<file path="src/rtl/bcd_counter_chain.sv">
// Synchronous DIGITS-wide modulo-MODULUS counter with preset, load, enable, tc/rco and sticky overflow.
// Define UPDOWN_EN to add the `up` direction port; outputs are modelled with zero delay (T_PD is range-checked only).
module bcd_counter_chain #(
  parameter int DIGITS  = 2,
  parameter int MODULUS = 10,
  parameter int T_PD    = 0
) (
  input  logic                  clk,
  input  logic                  clr_n,
  input  logic                  set_max,
  input  logic                  load,
  input  logic [4*DIGITS-1:0]   d,
  input  logic                  en,
`ifdef UPDOWN_EN
  input  logic                  up,
`endif
  output logic [4*DIGITS-1:0]   q,
  output logic                  tc,
  output logic                  rco,
  output logic                  ovf
);

  localparam int unsigned W         = 4 * DIGITS;
  localparam logic [3:0]  MAX_DIGIT = 4'(MODULUS - 1);

  if (DIGITS < 1 || DIGITS > 8 || MODULUS < 2 || MODULUS > 16 || T_PD < 0) begin : g_bad_param
    $error("bcd_counter_chain: parameter out of range");
  end

  logic [W-1:0] cnt_q, cnt_d;
  logic         ovf_q, ovf_d;
  logic         dir_up;
  logic         step;
  logic [3:0]   dig;
  logic         all_max, all_zero;

`ifdef UPDOWN_EN
  assign dir_up = up;
`else
  assign dir_up = 1'b1;
`endif

  // Terminal-count detection straight from the registered count
  always_comb begin : tc_detect
    all_max  = 1'b1;
    all_zero = 1'b1;
    for (int i = 0; i < DIGITS; i++) begin
      all_max  = all_max  & (cnt_q[4*i +: 4] == MAX_DIGIT);
      all_zero = all_zero & (cnt_q[4*i +: 4] == 4'd0);
    end
  end

  assign tc  = dir_up ? all_max : all_zero;
  assign rco = tc & en;

  // Next count: preset > load > count; a digit steps only when every lower digit sits at its rollover value
  always_comb begin : next_count
    cnt_d = cnt_q;
    ovf_d = ovf_q;
    step  = 1'b1;
    dig   = 4'd0;
    if (set_max) begin
      for (int i = 0; i < DIGITS; i++) cnt_d[4*i +: 4] = MAX_DIGIT;
      ovf_d = 1'b0;
    end else if (load) begin
      cnt_d = d;
      ovf_d = 1'b0;
    end else if (en) begin
      if (tc) ovf_d = 1'b1;
      for (int i = 0; i < DIGITS; i++) begin
        dig = cnt_q[4*i +: 4];
        if (step) begin
          if (dir_up) cnt_d[4*i +: 4] = (dig >= MAX_DIGIT) ? 4'd0 : dig + 4'd1;
          else        cnt_d[4*i +: 4] = (dig == 4'd0) ? MAX_DIGIT : dig - 4'd1;
        end
        // Out-of-range digits wrap but never propagate a carry
        step = step & (dir_up ? (dig == MAX_DIGIT) : (dig == 4'd0));
      end
    end
  end

  always_ff @(posedge clk or negedge clr_n) begin
    if (!clr_n) begin
      cnt_q <= '0;
      ovf_q <= 1'b0;
    end else begin
      cnt_q <= cnt_d;
      ovf_q <= ovf_d;
    end
  end

  assign q   = cnt_q;
  assign ovf = ovf_q;

endmodule

</file>
<file path="config.mk">
export PLATFORM = sky130hd
export DESIGN_NAME = bcd_counter_chain
export DESIGN_NICKNAME = d
export VERILOG_FILES = /design/src/rtl/bcd_counter_chain.sv
export SDC_FILE = /design/constraint.sdc
export NUM_CORES = 1
export LEC_CHECK = 0
export CAP_MARGIN = 20
export CORE_UTILIZATION = 45
export CTS_BUF_LIST = sky130_fd_sc_hd__clkbuf_8
export CTS_CLUSTER_DIAMETER = 30
export DETAILED_ROUTE_END_ITERATION = 6
export HOLD_SLACK_MARGIN = 0.03
export PLACE_DENSITY = 0.8
export SYNTH_ARGS = -nofsm -noshare
export SYNTH_HDL_FRONTEND = slang
export SYNTH_SLANG_ARGS = --single-unit
export TNS_END_PERCENT = 50
</file>
<file path="constraint.sdc">
create_clock -name clk -period 2.08 [get_ports clk]
set_input_delay 0.312 -clock clk [delete_from_list [all_inputs] [get_ports clk]]
set_output_delay 0.312 -clock clk [all_outputs]
set_load 0.01 [all_outputs]
</file>
# Word level (Yosys, flattened, before mapping)
# Cells that the tools add are included.
classes:
  add_sub_neg: 2
  n_reduce_logical: 5
  magnitude_cmp: 2
  eq_ne: 2
  mux: 10
  bitwise_logic: 2
ops:
  columns: ["cell", "count"]
  rows:
  - ["two-way mux 8 bit", 3]
  - ["two-way mux 4 bit", 3]
  - ["nonzero test 3 bit", 3]
  - ["adder 4 x 1 -> 4 bit, second input constant", 2]
  - ["== test 4 bit, second input constant", 2]
  - ["greater-or-equal comparator 4 bit, second input constant", 2]
  - ["two-way mux 1 bit", 4]
  - ["AND reduction 2 bit", 2]
  - ["AND 1 bit", 2]
totals:
  regBits: 9
  in_bits: 13
  word_cells: 26
  out_inout_bits: 11

# Logic depth before layout (Yosys ltp)
depth:
  depth_word: 6
  mapped_depth: 6
  mapped_depth_nobuf: 6

# Worst setup path after synthesis
# OpenSTA, ideal clock, no wires.
synth_path:
  kind: "register -> output"
  from: "register cnt_q[1] (netlist: q[1])"
  to: "output rco"
  path_buffers: 0
  required_ns: 1.768
  stages_incl_launch_ff: 6
  t_arrival_ns: 1.351
  slack_ns: 0.417
  path_cell_list: "dfrtp_1 inv_1 ha_1 nand2_1 nor4_2 and2_1"
synth_via:
  elab_chain_cells: 3
synth_lines:
  columns: ["item", "line_no", "text"]
  rows:
  - ["start, declared", "30", "logic [W-1:0] cnt_q, cnt_d;"]
  - ["start signal, assigned", "87", "cnt_q <= cnt_d;"]
  - ["== test 4 bit", "48", "all_max = all_max & (cnt_q[4*i +: 4] == MAX_DIGIT);"]
  - ["AND 1 bit", null, null]
  - ["net tc", "18", "output logic tc,"]
  - ["AND 1 bit", "54", "assign rco = tc & en;"]
  - ["end, declared", "19", "output logic rco,"]
# The timed path passes the listed nets, and every way through them passes these cells.

# Worst setup path after layout
layout_path:
  from: "register cnt_q[1] (netlist: q[1])"
  to: "output rco"
layout_via:
  elab_chain_cells: 3
layout_lines:
  columns: ["item", "line_no"]
  rows:
  - ["== test 4 bit", "48"]
  - ["AND 1 bit", null]
  - ["AND 1 bit", "54"]
# No other way between the ends.

==> results <==
==> worst paths after layout <==
kind,startpoint,end,slack [ps],cells after the start
max reg2reg,q[4],q[5],310,5
min in group clk,ovf,ovf,490,1
max,q[1],rco,120,6
max in group asynchronous,clr_n,q[1],1400,1
min,clr_n,q[6],380,1
min reg2reg,ovf,ovf,490,1
==> flip-flops by register name (all words and copies together) (netlist names) <==
| name | flops |
|---|---|
| ovf | 1 |
| q | 8 |
==> placed cells by master (no fill, tap or decap), drive strengths merged, types with 3 or more instances in the layout <==
cell type / instances
a21oi: 4
nand2: 4
dfrtp: 9
buf: 10
nor3: 4
o21ai: 6
ha: 6
clkdlybuf4s50: 21
clkbuf: 3
a211oi: 5
nor2: 3
inv: 7
==> cells in the mapped netlist <==
| cell type | n | area, µm² |
|---|---|---|
| nor3_2 | 1 | 10.0 |
| mux2_2 | 1 | 11.3 |
| nor4_2 | 1 | 12.5 |
| o21bai_1 | 1 | 7.51 |
| o21ai_0 | 6 | 30.0 |
| a21oi_1 | 3 | 15.0 |
| or3b_1 | 1 | 8.76 |
| a211oi_2 | 1 | 12.5 |
| and2_1 | 1 | 6.26 |
| nand2_1 | 4 | 15.0 |
| inv_2 | 1 | 3.75 |
| o311ai_0 | 1 | 8.76 |
| inv_1 | 5 | 18.8 |
| o21a_1 | 1 | 7.51 |
| a21oi_2 | 1 | 8.76 |
| ha_1 | 6 | 75.1 |
| nor2_1 | 3 | 11.3 |
| buf_2 | 2 | 10.0 |
| o31a_4 | 1 | 17.5 |
| a22oi_1 | 1 | 7.51 |
| nor2b_1 | 2 | 12.5 |
| a32oi_1 | 1 | 8.76 |
| a221oi_2 | 1 | 15.0 |
| a211oi_1 | 4 | 30.0 |
| dfrtp_1 | 9 | 225 |
| a211o_1 | 1 | 8.76 |
| nand3_1 | 2 | 10.0 |
| nor4_1 | 1 | 6.26 |
| clkbuf_1 | 1 | 3.75 |
| o31ai_1 | 2 | 15.0 |
| nor4b_1 | 2 | 17.5 |
| nand2b_1 | 1 | 6.26 |
| nor3_1 | 3 | 15.0 |
==> per-stage QoR <==
step | cell area [µm²] | instances | power [W] | setup WS (ps) | utilization
after global routing | 1040 | 121 | 0.000704 | -9.84 | 0.772
after floorplan | 672 | 72 | 0.000330 | 417 | -
after detailed placement | 967 | 115 | 0.000447 | 77.4 | 0.716
after global placement | 967 | 115 | 0.000441 | 143 | 0.716
after CTS | 1020 | 120 | 0.000656 | 86.5 | 0.755
final | 1040 | 121 | 0.000668 | 117 | 0.772
==> routing by layer <==
metal | global-route usage | vias up | share of wire
met5 | 0 | - | 0
met4 | 0.125 | 0 | 0.010
met3 | 0.0163 | 2 | 0.022
met2 | 0.452 | 15 | 0.52
met1 | 0.334 | 334 | 0.45
li1 | - | 336 | -
==> worst max-delay path: stages, from the launching register on <==
cell             delay, ps
dfrtp_1                370
inv_1                   80
ha_2                   190
nand2_1                110
nor4_4                 260
and2_4                 190
clkdlybuf4s15_1        220
==> power groups by stage <==
stage	clock network, W	registers, W	logic [W]
after global placement	0	0.000225	0.000216
after CTS	0.000208	0.000224	0.000224
after detailed placement	0	0.000226	0.000221
after global routing	0.000215	0.000229	0.000260
final	0.000205	0.000226	0.000237
after floorplan	0	0.000234	0.0000956
==> final cells by class <==
class	instances	area (µm²)	share of cell area
clock buffer	3	41.3	0.0396
multi-input combinational	54	427	0.409
timing repair buffer	33	304	0.292
tap	15	18.8	0.0180
clock inverter	1	3.75	0.00360
sequential	9	225	0.216
inverter	6	22.5	0.0216
==> what timing repair did <==
item,in CTS,in global routing
cloned,0,0
resized for setup,4,4
pin swaps,2,2
buffers inserted,1,1
endpoints found under the setup margin,2,1
==> cell families (layout without fill, tap and decap cells) <==
group	Yosys count	in the layout	share of synthesized area
AO/OA/AOI/OAI	25	25	0.287
AND/OR/NAND/NOR	22	22	0.196
flip-flops	9	9	0.335
buffers and inverters	9	43	0.0540
adder cells (fa/ha/maj)	6	6	0.112
multiplexers	1	1	0.0168
==> run summary <==
The flow ran to the end, and the final reports show no timing, DRC or antenna violations. From synthesis to final layout, the design area changed by 55.1%. From left edge to right edge, the die measures 40.6 µm.

The switching share of power is 0.326, and the net count after synthesis is 91. In the routed design, unresolved DRC markers number 0. The tools report the count of nets after finishing as 126. The worst max-slew margin expressed relative to the limit came out at 0.596.

Dividing the detail-routed via count by the number of cells gives 5.68. Buffers inserted to repair hold after CTS numbered 0. The routed design has 1890 µm of wire. Entering global routing, the biggest net connects 13 pins. The transition time of the tightest slew-check pin came out at 598 ps. The critical-path maximum fanout works out to 3. At the worst endpoint, the arrival time is 1650 ps. The final worst-path cycle share is 0.944, and the aggregate global routing overflow is 0. The type of element capturing the critical path is an output pin. Cell internal power was estimated by the tool at 0.000450 W. In the final routed layout, each cell accounts on average for 15.6 µm.

Static timing analysis puts the maximum clock frequency at 509 MHz. The netlist uses 33 different library cells. The run gives 0.335 as the post-synthesis sequential area ratio. The tree is rooted in a clkbuf_8. Synthesis produced a netlist whose cell count is 72. After routing, the total negative slack on setup checks comes to 0 ps. The global router's overall resource usage was 0.264; the wire length of the first global-routing pass was 2760 µm. The synthesized area per cell works out to 9.33 µm². Clock-pin slew was measured on the worst setup and hold paths at 50 ps. The first routing iteration left 16 violations. Input and output buffers added on the ports amount to 23. Detailed placement ended at an HPWL of 1300 µm. Across all hold checks on the routed design, the worst slack comes to 384 ps. The weighted congestion at the end of routability-driven global placement was 0.806. In this run the vertical extent of the chip is 40.6 µm.

The max-slew violation total from the final report was 0. In this run the worst hold path is classified as in2async. The proportion of power drawn by flip-flops and latches is 0.338. The startpoint type of the worst setup path is a flip-flop. The logs give 0 for the max-capacitance violation count and 1650 µm² for the full die area.

Dividing total power by cell area gives a power density of 641 nW/µm². The number of global-route vias before repair was 605. The largest clock skew in the final design is 1.15 ps, and the I/O pin total is 24. The final hold violation count was 0; the initial core utilization was 0.498.

The worst-case IR drop observed on VDD is 509 µV. The initial antenna violation count was 0; the post-synthesis sequential element count was 9. Setup violations remaining at the end of the flow were counted as 0. The longest clock path from root to sink contains 2 buffers. The fraction of layout cells with a size suffix above 1 works out to 0.236. The number of buffers added by the clock tree synthesis step was 3. The H-tree depth came out at 1. The tools report the via count as 687.

Once detail routing completed, the nets flagged for antenna violations numbered 0. Logic gate share of total power: 0.355. The analysis attributes to net switching a power of 0.000218 W.

After layout, the minimum clock period comes to 1960 ps. Leakage component of the power: 0.438 nW. Fill cells in the final layout number 87. TritonCTS built the clock tree.

Yosys printed 0 warnings. Area of the core region: 1350 µm². The first detailed-routing pass ran for 4 iterations. The repair_antennas step left the layout with diodes totalling 0. The number of rows created at floorplan is 13, and the clock latency at the later pin of the worst-skew pair is 230 ps.

Critical setup path kind: reg2out. The clock group share of total power was 0.308; the number of sinks on the clock net was 9. In this run the cell area of the synthesized design comes to 672 µm². For the worst setup path, the data required time is 1770 ps.
(Power assumes the default switching activity.)
